<file path="src/rtl/plc_apb_master.sv">
// plc_apb_master: APB3 master for the PLC peripheral segment.
// It takes one read/write command at a time over valid/ready and runs it as a
// single SETUP+ACCESS transfer. The result goes back on a valid/ready response
// channel. A slave that holds PREADY low too long is aborted with rsp_err.
module plc_apb_master #(
    parameter int          szerokosc        = 32,
    parameter int          szerokosc_adresu = 16,
    parameter int unsigned TIMEOUT          = 16
) (
    input  logic                        PCLK,
    input  logic                        PRESETn,
    // command channel
    input  logic                        req_valid,
    output logic                        req_ready,
    input  logic                        req_write,
    input  logic [szerokosc_adresu-1:0] req_addr,
    input  logic [szerokosc-1:0]        req_wdata,
    // response channel
    output logic                        rsp_valid,
    input  logic                        rsp_ready,
    output logic [szerokosc-1:0]        rsp_rdata,
    output logic                        rsp_err,
    // APB3
    output logic                        PSEL,
    output logic                        PENABLE,
    output logic                        PWRITE,
    output logic [szerokosc_adresu-1:0] PADDR,
    output logic [szerokosc-1:0]        PWDATA,
    input  logic [szerokosc-1:0]        PRDATA,
    input  logic                        PREADY
);

    typedef enum logic [1:0] {IDLE, SETUP, ACCESS, RESP} state_t;

    localparam logic [15:0] TO_LIM = 16'(TIMEOUT);

    state_t      state, state_nx;
    logic [15:0] wait_cnt;
    logic [15:0] wait_inc;
    logic        accept;
    logic        timeout_hit;

    // A new command may enter from IDLE, or from RESP on the same edge that
    // the previous response is consumed. This gives a 3-cycle period.
    assign req_ready   = PRESETn & ((state == IDLE) | ((state == RESP) & rsp_ready));
    assign accept      = req_valid & req_ready;

    // Saturating wait counter. The abort fires on the edge where the count
    // would reach the limit, so PREADY=0 over TIMEOUT ACCESS cycles aborts.
    assign wait_inc    = (&wait_cnt) ? wait_cnt : wait_cnt + 16'd1;
    assign timeout_hit = (TIMEOUT != 0) && (wait_inc >= TO_LIM);

    // State register
    always_ff @(posedge PCLK or negedge PRESETn) begin
        if (!PRESETn) state <= IDLE;
        else          state <= state_nx;
    end

    // Next-state logic
    always_comb begin
        state_nx = state;
        case (state)
            IDLE:    if (accept) state_nx = SETUP;
            SETUP:   state_nx = ACCESS;
            ACCESS:  if (PREADY || timeout_hit) state_nx = RESP;
            RESP: begin
                if (accept)         state_nx = SETUP;
                else if (rsp_ready) state_nx = IDLE;
            end
            default: state_nx = IDLE;
        endcase
    end

    // Registered APB outputs, request fields, wait counter and response data.
    // APB controls are decoded from the next state, so they come straight off
    // flops. An asynchronous reset drops them at once.
    always_ff @(posedge PCLK or negedge PRESETn) begin
        if (!PRESETn) begin
            PSEL      <= 1'b0;
            PENABLE   <= 1'b0;
            PWRITE    <= 1'b0;
            PADDR     <= '0;
            PWDATA    <= '0;
            rsp_valid <= 1'b0;
            rsp_err   <= 1'b0;
            rsp_rdata <= '0;
            wait_cnt  <= '0;
        end else begin
            PSEL      <= (state_nx == SETUP) || (state_nx == ACCESS);
            PENABLE   <= (state_nx == ACCESS);
            rsp_valid <= (state_nx == RESP);
            if (accept) begin
                PWRITE   <= req_write;
                PADDR    <= req_addr;
                PWDATA   <= req_write ? req_wdata : '0;
                wait_cnt <= '0;
            end
            if (state == ACCESS) begin
                if (PREADY) begin
                    rsp_rdata <= PWRITE ? '0 : PRDATA;
                    rsp_err   <= 1'b0;
                end else begin
                    wait_cnt <= wait_inc;
                    if (timeout_hit) begin
                        rsp_rdata <= '0;
                        rsp_err   <= 1'b1;
                    end
                end
            end
        end
    end

endmodule

</file>
<file path="config.mk">
export PLATFORM = sky130hd
export DESIGN_NAME = plc_apb_master
export DESIGN_NICKNAME = d
export VERILOG_FILES = /design/src/rtl/plc_apb_master.sv
export SDC_FILE = /design/constraint.sdc
export NUM_CORES = 1
export LEC_CHECK = 0
export CORE_MARGIN = 2
export CORE_UTILIZATION = 44
export DETAILED_ROUTE_END_ITERATION = 10
export MAX_ROUTING_LAYER = met4
export PLACE_DENSITY = 0.8
export SLEW_MARGIN = 30
export SYNTH_ARGS = -nofsm -noshare
export SYNTH_HDL_FRONTEND = slang
export SYNTH_SLANG_ARGS = --single-unit
</file>
<file path="constraint.sdc">
create_clock -name PCLK -period 3 [get_ports PCLK]
set_input_delay 0.3 -clock PCLK [delete_from_list [all_inputs] [get_ports PCLK]]
set_output_delay 0.3 -clock PCLK [all_outputs]
set_load 0.02 [all_outputs]
</file>
==> impl_metrics.ini <==
[yosys]
synth_edf_count = 0
syn_avg_cell_area_um2 = 9.890
ys.flop_type = dfrtp_1
ys_seq_elements = 103
syn_nets = 540
async_reset_ff_share_pct = 100.0
seq_area_frac_synth_pct = 57.78
netlist_area_um2 = 4461
yosys_warnings = 0
synth_cell_types = 46
syn_inst = 451

[timing]
finalCritPeriodShare_pct = 95.57
skew_ps = 9.555
tightest_slew_ps = 725.8
hold_violations = 0
finalSetupViolations = 0
period_needed_ps = 2867
fin_setup_tns_ps = 0
setup_ws_ps = 133.0
relSlewSlack_pct = 51.61
max_freq_mhz = 348.8
final_max_slew_viol_count = 0

[finish]
mostFrequentLayoutCells = 170 x clkdlybuf4s50_1, 129 x nand2_1, 99 x dfrtp_1
stdcell_area_um2 = 6565
antennaDiodeCount = 0
drive_gt1_share_pct = 8.307
layout_commonest_cell = clkdlybuf4s50_1
syn_to_final_growth_pct = 47.18
finalNonFillerCells = 759
final_nets = 710

[clock_tree]
cts_tree = yes
clk_root_buffer_cell = clkbuf_8
clock_latency_ps = 370
cts_sinks = 103
cts_made_buffers = 9
cts_buffer_depth = 2
clk_pin_slew_ps = 110
htreeDepth = 3

[pwr]
p_leak_nw = 2.861
peakVddDrop_mv = 0.5999
power_mw = 6.110
powerDensity_nw_per_um2 = 930.7

[die]
die_h_um = 104.7
core_area_um2 = 9819
die_x_um = 104.7
start_util_pct = 45.43
die_area_um2 = 10960
rows = 36
pin_count = 172

[worst_setup_path]
reg2reg_depth = 8
r2r-start = wait_cnt[2]
worstPathArrival_ps = 3180
cpMaxStageDelayCell = or4_4
endpoint_kind = register
startpoint = wait_cnt[2]
path_cells = nand4_2 > nor4_1 > mux2_2 > or4_4 > or3_1 > o221ai_1 > ha_1 > inv_1
crit_fanout = 8
worst-setup-path-type = reg -> reg
required_ps = 3320
cpPeakStageDelay_ps = 540
path_buf_inv = 1
cp-start-kind = register
r2r_slack_ps = 130
rr_endpoint = PSEL
crit_family = simple AND/OR/NAND/NOR gates

[placement]
gp_congestion = 0.9920
place_area_um2 = 6337
io_buffers = 171
pre_cts_ws_ps = 140.6
dpl.hpwl_um = 8807
numPlacedInstances = 739

[detailed_routing]
drtPass1Iterations = 6
drc_errors = 0
via_per_inst = 5.402
routed_wl_um = 12490
postRouteAntennaNets = 0
avgRoutedWirePerCell_um = 16.46
vias = 4100
drtIter0Drc = 478

[run]
drv_cap = 0

[run_status]
status = complete, no violations

[global_route]
grt_pass1_vias = 4021
grt_use_total_pct = 23.85
grt.overflow.total = 0
antenna_found_initial = 0
grt_pass1_wl_um = 20440
grt_start_max_net_pins = 86

[hold_path]
min_path_type = in -> async
[cell type report]
| class | count | area (um^2) |
|---|---|---|
| Clock buffer | 10 | 137.6 |
| Clock inverter | 6 | 52.55 |
| Fill cell | 792 | 3254 |
| Inverter | 7 | 26.28 |
| Multi-Input combinational cell | 309 | 1709 |
| Sequential cell | 103 | 2582 |
| Tap cell | 133 | 166.4 |
| Timing Repair Buffer | 191 | 1891 |
[report_power, final]
part | total [mW] | internal (mW) | switching [mW]
sequential | 2.30 | 1.95 | 0.348
clock | 0.859 | 0.340 | 0.519
combinational | 2.96 | 1.41 | 1.55
[Yosys cell counts (all sizes together), types with 2 or more instances]
master    n  area (um^2)
nand2   129        484.2
dfrtp   103         2577
o21ai    41        205.2
a22o     33        289.0
clkbuf   21        78.83
nor2     15        56.30
nand3    12        60.06
buf      11        73.82
a21oi     9        45.04
nand4     9        68.81
inv       7        26.28
nor4      7        50.05
nor3      6        30.03
a211oi    5        42.54
a31oi     4        25.02
o211ai    4        35.03
or4       4        33.78
ha        3        37.54
or3       3        18.77
and3      2        12.51
mux2i     2        20.02
o21a      2        15.01
o311ai    2        35.04
o31ai     2        15.01
or2       2        12.51
xnor2     2        17.52
[state kept, by name (all words and copies together) (netlist names)]
signal,flops
wait_cnt,16
PADDR,16
PENABLE,1
rsp_valid,1
PWDATA,32
state,2
rsp_rdata,32
rsp_err,1
PWRITE,1
PSEL,1
[worst max path at each step]
stage	end	depth (start not counted)
3_3_place_gp	PSEL	8
2_1_floorplan	rsp_valid	8
5_1_grt	PSEL	9
3_5_place_dp	PSEL	8
4_1_cts	PSEL	8
6_report	PSEL	8
[cells by family (layout without fill, tap and decap cells)]
kind of cell / count (synthesis) / after routing / synth area share [%]
buf+inv: 39 / 214 / 4.011
compound gates: 109 / 109 / 17.28
xor+xnor: 2 / 2 / 0.3928
simple gates: 192 / 192 / 18.99
flops: 103 / 103 / 57.78
fa+ha+maj: 3 / 3 / 0.8416
mux: 3 / 3 / 0.7013
[repair_timing]
action | CTS | global route
endpoints found under the setup margin | 0 | 2
buffers inserted | 0 | 3
resized for setup | 0 | 4
endpoints found under the hold margin | 21 | 0
hold buffers | 1 | 0
[per-stage QoR]
stage	util [%]	hold WS, ps
5_1_grt	66.86	416.9
3_3_place_gp	64.50	224.6
2_1_floorplan	-	4.409
6_report	66.86	384.9
4_1_cts	66.58	375.6
3_5_place_dp	64.54	226.9
[metal layers]
layer | track usage [%] | routed length (um)
met1 | 31.64 | 5272
met2 | 36.65 | 5796
met3 | 6.176 | 1133
met4 | 6.571 | 291
met5 | - | 0
Power figures use the tool's default switching activity.
